### src/rtl/pad_ctrl_pkg.sv
// rtl/pad_ctrl_pkg.sv - shared types and constants for the pad configuration sequencer
package pad_ctrl_pkg;

  // Sequencer states: wait for a request, hold OE gated, issue the response
  typedef enum logic [1:0] {
    IDLE   = 2'd0,
    SETTLE = 2'd1,
    RESP   = 2'd2
  } state_e;

  localparam int   PAD_N_IO   = 56;
  localparam int   PAD_IDX_W  = $clog2(PAD_N_IO);
  localparam logic PADCFG_RST = '0;
  localparam int   CNT_W      = 8;

endpackage

### src/rtl/pad_settle_timer.sv
// rtl/pad_settle_timer.sv - loadable settle down-counter with zero flag
module pad_settle_timer
  import pad_ctrl_pkg::*;
(
  input  logic             clk,
  input  logic             rst_n,
  input  logic             load,
  input  logic [CNT_W-1:0] load_val,
  input  logic             dec,
  output logic [CNT_W-1:0] cnt,
  output logic             zero
);

  // Reload on accept, otherwise count down and park at zero (never wraps)
  always_ff @(posedge clk or negedge rst_n) begin
    if (!rst_n) begin
      cnt <= '0;
    end else if (load) begin
      cnt <= load_val;
    end else if (dec && (cnt != '0)) begin
      cnt <= cnt - 1'b1;
    end
  end

  assign zero = (cnt == '0);

endmodule

### src/rtl/pad_cfg_sequencer.sv
// rtl/pad_cfg_sequencer.sv - glitch-safe per-pad config/OE update sequencer (optional PAD_CFG_LOCK_EN)
module pad_cfg_sequencer
  import pad_ctrl_pkg::*;
#(
  parameter int  N_IO          = PAD_N_IO,
  parameter int  NBIT_PADCFG   = 6,
  parameter int  SETTLE_CYCLES = 4,
  localparam int IDX_W         = $clog2(N_IO)
) (
  input  logic                        clk_i,
  input  logic                        rst_ni,
  input  logic                        req_valid_i,
  output logic                        req_ready_o,
  input  logic [IDX_W-1:0]            req_idx_i,
  input  logic [NBIT_PADCFG-1:0]      req_cfg_i,
  input  logic                        req_oe_en_i,
  output logic                        rsp_valid_o,
  output logic                        rsp_err_o,
  output logic                        busy_o,
`ifdef PAD_CFG_LOCK_EN
  input  logic                        lock_set_i,
  input  logic [IDX_W-1:0]            lock_idx_i,
`endif
  input  logic [N_IO-1:0]             io_oe_i,
  output logic [N_IO-1:0]             io_oe_o,
  output logic [N_IO*NBIT_PADCFG-1:0] pad_cfg_o
);

  state_e                     state_q, state_d;
  logic [IDX_W-1:0]           idx_q;
  logic [NBIT_PADCFG-1:0]     cfg_q;
  logic                       oe_en_q;
  logic                       err_q;
  logic [N_IO-1:0]            oe_mask_q;
  logic [N_IO*NBIT_PADCFG-1:0] pad_cfg_q;
  logic [CNT_W-1:0]           cnt;
  logic                       cnt_zero;
  logic                       accept;
  logic                       idx_ok;
  logic                       reject;
  logic                       apply;

  assign idx_ok = (32'(req_idx_i) < 32'(N_IO));
  assign accept = req_valid_i && (state_q == IDLE);
  assign apply  = (state_q == SETTLE) && cnt_zero;

`ifdef PAD_CFG_LOCK_EN
  logic [N_IO-1:0] lock_q;
  logic            lock_idx_ok;

  assign lock_idx_ok = (32'(lock_idx_i) < 32'(N_IO));
  // A locked pad is refused just like an out-of-range one
  assign reject      = !idx_ok || lock_q[req_idx_i];

  // Sticky lock bits; only reset clears them
  always_ff @(posedge clk_i or negedge rst_ni) begin
    if (!rst_ni) begin
      lock_q <= '0;
    end else if (lock_set_i && lock_idx_ok) begin
      lock_q[lock_idx_i] <= 1'b1;
    end
  end
`else
  assign reject = !idx_ok;
`endif

  pad_settle_timer u_timer (
    .clk      (clk_i),
    .rst_n    (rst_ni),
    .load     (accept && !reject),
    .load_val (CNT_W'(SETTLE_CYCLES - 1)),
    .dec      (state_q == SETTLE),
    .cnt      (cnt),
    .zero     (cnt_zero)
  );

  // State register
  always_ff @(posedge clk_i or negedge rst_ni) begin
    if (!rst_ni) begin
      state_q <= IDLE;
    end else begin
      state_q <= state_d;
    end
  end

  // Next-state logic
  always_comb begin
    state_d = state_q;
    case (state_q)
      IDLE:    if (accept) state_d = reject ? RESP : SETTLE;
      SETTLE:  if (cnt_zero) state_d = RESP;
      RESP:    state_d = IDLE;
      default: state_d = IDLE;
    endcase
  end

  // Handshake and status outputs decoded from state
  always_comb begin
    req_ready_o = 1'b0;
    rsp_valid_o = 1'b0;
    rsp_err_o   = 1'b0;
    busy_o      = 1'b1;
    case (state_q)
      IDLE: begin
        req_ready_o = 1'b1;
        busy_o      = 1'b0;
      end
      RESP: begin
        rsp_valid_o = 1'b1;
        rsp_err_o   = err_q;
      end
      default: ;
    endcase
  end

  // Request latch, OE gating on accept and config/OE commit when settle expires
  always_ff @(posedge clk_i or negedge rst_ni) begin
    if (!rst_ni) begin
      idx_q     <= '0;
      cfg_q     <= '0;
      oe_en_q   <= 1'b0;
      err_q     <= 1'b0;
      oe_mask_q <= '1;
      pad_cfg_q <= {(N_IO*NBIT_PADCFG){PADCFG_RST}};
    end else begin
      if (accept) begin
        idx_q   <= req_idx_i;
        cfg_q   <= req_cfg_i;
        oe_en_q <= req_oe_en_i;
        err_q   <= reject;
        if (!reject) begin
          oe_mask_q[req_idx_i] <= 1'b0;
        end
      end
      if (apply) begin
        oe_mask_q[idx_q] <= oe_en_q;
        pad_cfg_q[int'(idx_q)*NBIT_PADCFG +: NBIT_PADCFG] <= cfg_q;
      end
    end
  end

  assign io_oe_o   = io_oe_i & oe_mask_q;
  assign pad_cfg_o = pad_cfg_q;

endmodule
### config.mk
export PLATFORM = sky130hd
export DESIGN_NAME = pad_cfg_sequencer
export DESIGN_NICKNAME = d
export VERILOG_FILES = /design/src/rtl/pad_ctrl_pkg.sv /design/src/rtl/pad_settle_timer.sv /design/src/rtl/pad_cfg_sequencer.sv
export SDC_FILE = /design/constraint.sdc
export NUM_CORES = 1
export LEC_CHECK = 0
export ABC_AREA = 0
export BUFFER_PORTS_ARGS = -buffer_cell sky130_fd_sc_hd__buf_2
export CORE_ASPECT_RATIO = 0.75
export CORE_MARGIN = 3
export CORE_UTILIZATION = 48
export DETAILED_ROUTE_END_ITERATION = 16
export HOLD_SLACK_MARGIN = 0.08
export PLACE_DENSITY = 0.73
export REMOVE_ABC_BUFFERS = 1
export SLEW_MARGIN = 20
export SYNTH_ARGS = -nofsm -noshare
export SYNTH_HDL_FRONTEND = slang
export SYNTH_SLANG_ARGS = --single-unit
### constraint.sdc
create_clock -name clk_i -period 9.7 [get_ports clk_i]
set_input_delay 0.485 -clock clk_i [delete_from_list [all_inputs] [get_ports clk_i]]
set_output_delay 0.485 -clock clk_i [all_outputs]
set_load 0.03 [all_outputs]
**Word-level counts from Yosys, hierarchy flattened**

Cells that the tools add are included.

- Add/subtract/negate cells: 2
- Multiply operators: 1
- Order comparisons: 5
- Equal/unequal tests: 4
- Shifts and indexed selects: 2
- Mux-type cells: 19
- Bitwise logic cells: 3
- Reduce and logical (&&, ||, !) cells: 12

Operators by type and width:

| operator | number |
|---|---|
| $bwmux 336 | 1 |
| $shift 6x33->336 const A | 1 |
| $shiftx 6x33->336 | 1 |
| $mux 56 | 3 |
| $and 56x56->56 | 2 |
| $bwmux 56 | 1 |
| $not 56->56 | 1 |
| $neg 9->33 | 1 |
| $mux 8 | 2 |
| $lt 6x7->1 const B | 2 |
| $demux 1 s6 | 2 |
| $ge 6x1->1 const B | 2 |
| $logic_not 8->1 | 1 |
| $mul 6x2->8 const B | 1 |
| $reduce_bool 8->1 | 1 |
| $sub 8x1->8 const B | 1 |
| $logic_and 1x1->1 | 6 |
| $lt 6x6->1 const B | 1 |
| $mux 1 | 6 |
| $mux 2 | 3 |
| $ne 2x2->1 const B | 2 |
| $pmux 2 s2 | 1 |
| $eq 2x1->1 const B | 1 |
| $eq 2x2->1 const B | 1 |
| 4 further kinds | 4 |

- Flip-flop bits (word level): 416
- Input port bits: 72
- Output and inout port bits: 396
- Word-level logic and storage cells: 56

**Longest topological paths before layout**

Gate-level depths: netlist of the first run.

- Depth in word-level cells: 10
- Gate-level depth with buffers: 17
- Gate-level depth less buffers: 14

**Cells and area by module**

From an unflattened synthesis of the first run, not the netlist that was laid out.

- Cell total of the unflattened synthesis: 1791
- Area, all modules: 19842.8 um^2

By module, submodules not included:

| module | instances | cells each | area each (um^2) | sequential area each (um^2) |
|---|---|---|---|---|
| pad_cfg_sequencer | 1 | 1723 | 19267.2 | 10279.9 |
| pad_settle_timer | 1 | 68 | 575.6 | 200.2 |

**Worst setup path after synthesis of the first run**

OpenSTA, ideal clock, no wires.

- Kind: register -> register
- Start: register idx_q[2]
- End: register pad_cfg_q[176] (netlist: pad_cfg_o[176])
- Library setup time: 0.125 ns
- Data arrival time: 4.186 ns
- Data required time: 9.575 ns
- Slack: 5.389 ns
- Cell stages (with the launch flop): 17
- Buffers on the path: 3
- Period minus slack after synthesis: 4.311 ns
- Path through: dfrtp_1 inv_1 clkbuf_1 ha_1 a211o_1 a2111oi_0 or3_4 buf_6 nor3_1 ha_1 and3_1 nand3_1 mux2i_1 buf_4 nand2_1 nor2_1 mux2_2

- Longest elaborated chain between the ends: 4
- Elaborated cells between the ends (all ways): 5
- Those cells by class: add/sub (1); mul (1); shift (2); mux (1)

RTL lines:

| element | RTL line | source |
|---|---|---|
| start: declaration | pad_cfg_sequencer.sv:30 | `logic [IDX_W-1:0] idx_q;` |
| start signal: assignment | pad_cfg_sequencer.sv:127 | `idx_q <= req_idx_i;` |
| $mul 6x2->8 * | pad_cfg_sequencer.sv:137 | `pad_cfg_q[int'(idx_q)*NBIT_PADCFG +: NBIT_PADCFG] <= cfg_q;` |
| $neg 9->33 * | pad_cfg_sequencer.sv:137 |  |
| $shiftx 6x33->336 or $shift 6x33->336 (tied branches) | pad_cfg_sequencer.sv:137 |  |
| $bwmux 336 * | pad_cfg_sequencer.sv:137 |  |
| end signal: assignment | pad_cfg_sequencer.sv:124 | `pad_cfg_q <= {(N_IO*NBIT_PADCFG){PADCFG_RST}};` |
| end signal: indexed assignment | pad_cfg_sequencer.sv:137 |  |
| end: declaration | pad_cfg_sequencer.sv:35 | `logic [N_IO*NBIT_PADCFG-1:0] pad_cfg_q;` |

Every way passes the cells marked *; elsewhere a longest branch is shown, timed or not.
A chain may end at the register's enable or synchronous reset.

**Worst setup path in the final report of the first run**

- Start: register idx_q[2]
- End: register pad_cfg_q[153] (netlist: pad_cfg_o[153])

The elaborated chain is that of the path after synthesis.

==> qor.yml, run 1 <==
dpl-instance-area_um2: 22500
yosysWarningCount: 0
cp.arrival_ns: 6.40
antenna_found_initial: 1
start_kind: "flip-flop"
worst_slew_pin_slew_ns: 1.12
synth_top_family_by_area: "simple AND/OR/NAND/NOR gates"
synth_compound_area_share_pct: 8.87
vias: 17300
synth_edf_count: 0
ys.flop_type: "dfrtp_1"
crit_chain: "inv_1 -> ha_1 -> a211o_1 -> a2111oi_0 -> or3_4 -> nor3_1 -> ha_1 -> and3_1 -> nand3_1 -> mux2i_4 -> buf_4 -> nand2_1 -> nor2_1 -> mux2_2"
setup-tns-final_ns: 0
postCtsResizedCells: 0
overflow: 0
dieWidth_um: 239
slew_violations: 0
grt_max_degree: 176
final_core_util_pct: 60.3
synth_top_area_cell: "dfrtp_1"
synthAdderAreaFrac_pct: 1.12
synth_top_area_share_pct: 46.0
setup_viol: 0
cts_buffers: 42
slew_headroom_pct: 24.8
finalHoldViolCount: 0
muxShareOfSynthArea_pct: 14.7
grt_pass1_vias: 17200
rsz0062_at_grt: "false"
synth-simple-area-share_pct: 18.4
initialDrtViolationCount: 1863
worstSetupEndpointType: "flip-flop"
routed_wl_mm: 70.4
power.leakage_nw: 12.0
synth_cell_types: 69
die_y_um: 181
path_max_fanout: 26
slowest_stage: "dfrtp_1"
area_delta_synth_final_pct: 22.8
grt_pass1_wl_mm: 106
cts_htree_levels: 2
ant_nets: 0
hpwl_mm: 51.7
viasPerCell: 6.05
grtUsageTotal_pct: 32.0
fin_nets: 2387
synthXorXnorAreaFrac_pct: 0.671
dieArea_um2: 43300
vdd_drop_max_uv: 314
drc: 0
clock_latency_ns: 0.56
power_density_nw_per_um2: 340
pin_count: 468
wl_per_cell_um: 24.7
root_buffer: "clkbuf_16"
p_total_mw: 8.18
skew_ns: 0.0328
worst_hold_path_type: "input port to flip-flop"
fp-row-count: 63
clock_path_buffers: 3
drv_cap: 0
synth-seq-area-share_pct: 53.5
finalWeightedCongestion: 0.935
crit_required_ns: 10.14
min_period_over_period_pct: 61.5
synth_seq_cells: 416
start_util_pct: 49.1
fin_area_um2: 24000
critical-path-max-stage-delay_ns: 0.87
status: "finished clean"
cp_common_cell: "ha_1"
placedCellCount: 2773
syn_inst: 1859
core_area_um2: 39900
synthTopCellsByArea: "dfrtp_1, mux2_2, dfstp_2, nand2_1, nand3_1"
cts_tree: "built"
syn_area_um2: 19600
fmax_mhz: 168
port_buffers: 467
cts_setup_buffers: 0
numClockSinks: 416
critPathKind: "flip-flop to flip-flop"
finalCriticalPeriod_ns: 5.96
synth-async-reset-ratio_pct: 100
first_pass_iters: 6
clk_transition_reported_paths_ns: 0.07
syn_avg_cell_area_um2: 10.5
cts_hold_buf: 1
drive_above_1_share_pct: 38.8
fin_cells: 2852
-- synthesized netlist by cell type (5+ instances only) --
| cell type | instances |
|---|---|
| ha_1 | 16 |
| mux2_2 | 245 |
| and3_1 | 16 |
| a21o_1 | 6 |
| dfrtp_1 | 360 |
| mux2i_1 | 12 |
| o221ai_1 | 51 |
| buf_1 | 8 |
| nand2_1 | 313 |
| dfstp_2 | 56 |
| nand3_1 | 146 |
| clkbuf_1 | 75 |
| nor3_1 | 39 |
| o31ai_1 | 10 |
| o211ai_1 | 5 |
| a21oi_1 | 16 |
| o22ai_1 | 11 |
| nand4_1 | 22 |
| nand2b_1 | 5 |
| xnor2_1 | 11 |
| o21ai_0 | 96 |
| nor2b_1 | 19 |
| inv_1 | 27 |
| and2_1 | 78 |
| nor2_1 | 107 |
| buf_2 | 17 |
| nor4_1 | 7 |
-- state kept, by name, indices dropped and copies added, names as in the netlist --
signal,cells
cfg_q,6
idx_q,6
state_q,2
err_q,1
oe_en_q,1
u_timer.cnt,8
pad_cfg_o,336
oe_mask_q,56
-- critical path: cells and delay by family (launching register included) --
| family | cells | cell delay, ns |
|---|---|---|
| compound gates | 2 | 0.97 |
| fa+ha+maj | 2 | 1.04 |
| buf+inv | 2 | 0.90 |
| flops | 1 | 0.87 |
| mux | 2 | 0.57 |
| simple gates | 6 | 1.48 |
-- routing by layer --
layer  global-route usage, %  wire (um)  up-vias
met1                    44.4      29000     8614
met5                    1.35         96        -
met3                    10.3       8190      155
met2                    47.7      30800      989
met4                    10.1       2320        4
li1                        -          -     7491
-- cell type report --
class,count,area (um2)
tap,520,651
sequential,416,10500
antenna,1,2.50
clock inverter,27,402
inverter,27,101
clock buffer,50,1130
multi-input combinational,1313,8680
timing repair buffer,498,2590
fill,3311,15800
-- path summary, 6_finish.rpt --
path                                 from        endpoint  slack (ns)  cells past startpoint
max reg2reg                      idx_q[2]  pad_cfg_o[153]        3.74                     14
max in group asynchronous          rst_ni  pad_cfg_o[325]        6.86                      4
min in group asynchronous          rst_ni  pad_cfg_o[270]        0.56                      2
max                              idx_q[2]  pad_cfg_o[153]        3.74                     14
min reg2reg                pad_cfg_o[224]  pad_cfg_o[224]        0.48                      2
min                          req_cfg_i[2]        cfg_q[2]        0.13                      3
-- metrics by stage --
step / setup slack (ns) / hold slack, ns
2_1_floorplan: 3.57 / 0.189
3_3_place_gp: 4.07 / 0.457
4_1_cts: 3.90 / 0.112
5_1_grt: 3.28 / 0.125
3_5_place_dp: 3.88 / 0.465
6_report: 3.74 / 0.129
-- report_power, final --
part | leakage [nW] | internal [mW] | switching, mW
Combinational | 5.71 | 0.955 | 3.21
Sequential | 5.58 | 2.00 | 0.217
Clock | 0.750 | 1.08 | 0.720
Total | 12.0 | 4.03 | 4.14
-- layout by cell type (no fill, tap or decap), drive strengths merged, types with 16 or more instances in the layout --
cell type  netlist  layout
nor2           109     109
dfrtp          360     360
nand4           22      22
nand3          146     146
nor3            39      39
and3            16      16
clkbuf          75      50
mux2           245     245
nor2b           19      19
o21ai          100     100
o221ai          51      51
a21oi           19      19
nand2          314     314
dfstp           56      56
inv             27      30
and2            78      78
buf             28     497
ha              16      16
-- cells by family after synthesis --
family	after synthesis
AOI/OAI and AO/OA	250
adders and majority gates	17
muxes	257
xor gates and xnor gates	15
buffers and inverters	130
and+or+nand+nor	774
DFF	416
Note: power is estimated with default switching activity, not from simulation.
==> run 2: changes to the inputs <==
PLACE_DENSITY = 0.76   (was 0.73)
clock period = 5.21 ns   (was 9.7 ns; I/O delays follow)
==> run 2 against run 1 <==
Cell count up 1.1%; routed wire length hardly changed; via count rose by 0.61%; register-to-register slack worse by 3.3 ns; sequential power increased by 85%; clock skew down 0.0069 ns; global-route usage shrank 0.11 points; die area did not move; cell area rose by 0.73%; largest cell class unchanged; highest routed layer is now met4.
==> qor.yml, run 2 (synthesized netlist as in run 1, its figures left out) <==
fillCellCount: 3287  # -0.72%
critical-path-max-stage-delay_ns: 0.68  # -0.19 ns
area_delta_synth_final_pct: 23.7
drc: 0  # unchanged
finalCriticalPeriod_ns: 4.75  # -1.21 ns
initialDrtViolationCount: 1743  # -6.4%
fin_nets: 2417  # +1.3%
final_cell_mix: "buf_2, dfrtp_1, nand2_1"
slew_violations: 0  # unchanged
grt_max_degree: 171  # -2.8%
first_pass_iters: 6  # unchanged
slowest_stage: "nor4_1"
pin_count: 468  # unchanged
critPathKind: "flip-flop to flip-flop"
worst_hold_path_type: "input port to flip-flop"
core_area_um2: 39900  # unchanged
power.leakage_nw: 12.2  # +0.92%
cts_buffers: 42  # unchanged
crit_required_ns: 5.64  # -4.50 ns
dpl-instance-area_um2: 22600  # +0.61%
cp.arrival_ns: 5.18  # -1.22 ns
cts_htree_levels: 2  # unchanged
path_max_fanout: 13  # -50%
hpwl_mm: 52.0  # +0.54%
numClockSinks: 416  # unchanged
largest_reg_flops: 336  # unchanged
fp-row-count: 63  # unchanged
finalWeightedCongestion: 1.01  # +7.7%
fmax_mhz: 211  # +26%
start_util_pct: 49.1  # unchanged
rsz0062_at_grt: "false"
antenna_found_initial: 3  # +2
min_period_over_period_pct: 91.2  # +30 points
setup_viol: 0  # unchanged
path_buf_inv: 4  # +2
worstSetupEndpointType: "flip-flop"
vdd_drop_max_uv: 510  # +63%
port_buffers: 467  # unchanged
overflow: 0  # unchanged
routed_wl_mm: 70.4  # about the same
root_buffer: "clkbuf_16"
drv_cap: 0  # unchanged
viasPerCell: 6.02  # -0.47%
grtUsageTotal_pct: 31.9  # -0.11 points
layout_commonest_cell: "buf_2"
wl_per_cell_um: 24.4  # -1.1%
worst_slew_pin_slew_ns: 1.11  # -0.00523 ns
drive_above_1_share_pct: 38.9  # +0.090 points
status: "finished clean"
skew_ns: 0.0259  # -0.00689 ns
grt_pass1_wl_mm: 106  # -0.25%
vias: 17400  # +0.61%
die_y_um: 181  # unchanged
ant_nets: 0  # unchanged
fin_area_um2: 24200  # +0.73%
place_ws_ns: 0.422  # -3.46 ns
grt_pass1_vias: 17100  # -0.37%
crit_chain: "inv_1 -> buf_4 -> ha_1 -> a211o_1 -> a2111oi_1 -> or3_4 -> nor3_1 -> ha_1 -> inv_1 -> o41a_1 -> nand2_1 -> nor4_1 -> buf_4 -> mux2_2"
dieWidth_um: 239  # unchanged
cts_tree: "built"
path_delay_family: "simple AND/OR/NAND/NOR gates"
finalHoldViolCount: 0  # unchanged
power_density_nw_per_um2: 632  # +86%
slew_headroom_pct: 25.4  # +0.63 points
clk_transition_reported_paths_ns: 0.07  # about the same
layout_setup_ws_ns: 0.460  # -3.28 ns
clock_latency_ns: 0.56  # about the same
start_kind: "flip-flop"
dieArea_um2: 43300  # unchanged
clock_path_buffers: 3  # unchanged
-- run 2: metrics by stage --
step | utilization, % | total power [mW] | cells | hold slack [ns] | setup TNS [ns]
2_1_floorplan | - | 8.14 | 1756 | -0.0351 | -66.57
3_3_place_gp | 56.7 | 11.8 | 2790 | 0.301 | 0
3_5_place_dp | 56.7 | 11.9 | 2790 | 0.314 | 0
4_1_cts | 60.7 | 15.0 | 2879 | 0.232 | 0
5_1_grt | 60.7 | 15.8 | 2881 | 0.251 | 0
6_report | 60.7 | 15.3 | 2883 | 0.240 | 0
-- run 2: worst paths after layout --
path / start / to / slack [ns] / cells after the start
max reg2reg: idx_q[2] / pad_cfg_o[94] / 0.46 / 14
min in group asynchronous: rst_ni / pad_cfg_o[147] / 0.30 / 2
max in group asynchronous: rst_ni / pad_cfg_o[91] / 3.46 / 3
max: idx_q[2] / pad_cfg_o[94] / 0.46 / 14
min reg2reg: pad_cfg_o[74] / pad_cfg_o[74] / 0.48 / 2
min: req_valid_i / cfg_q[3] / 0.24 / 4
-- run 2: repair_timing --
action                                  in CTS  in global routing
endpoints found under the hold margin      100                  0
hold buffers                                14                  0
endpoints found under the setup margin       0                  2
gates resized for setup                      0                  1
buffers inserted                             0                  0
-- run 2: area by class of cell --
class                      count  area (um2)  share of cell area, %
clock buffer                  58        1230                   5.09
multi-input combinational   1313        8670                   35.8
inverter                      27         101                  0.418
sequential                   416       10500                   43.3
tap                          520         651                   2.69
timing repair buffer         528        2870                   11.8
antenna                        4        10.0                 0.0413
clock inverter                17         210                  0.868
-- run 2: layer usage --
metal | track usage (%) | up-vias | share of wire [%]
met3 | 9.40 | 175 | 12
met5 | 0 | - | 0
met1 | 45.0 | 8566 | 41
li1 | - | 7528 | -
met2 | 47.2 | 1089 | 43
met4 | 10.8 | 0 | 3.7
-- run 2: report_power, final --
group          switching [mW]  leakage, nW  internal [mW]
logic                    6.16         5.86           1.92
registers               0.363         5.58           3.72
clock network            1.30        0.719           1.86
-- run 2: worst min-delay path, delay by kind of cell --
family,cells,cell delay [ns]
buffers and inverters,1,0.11
AND/OR/NAND/NOR,3,0.39
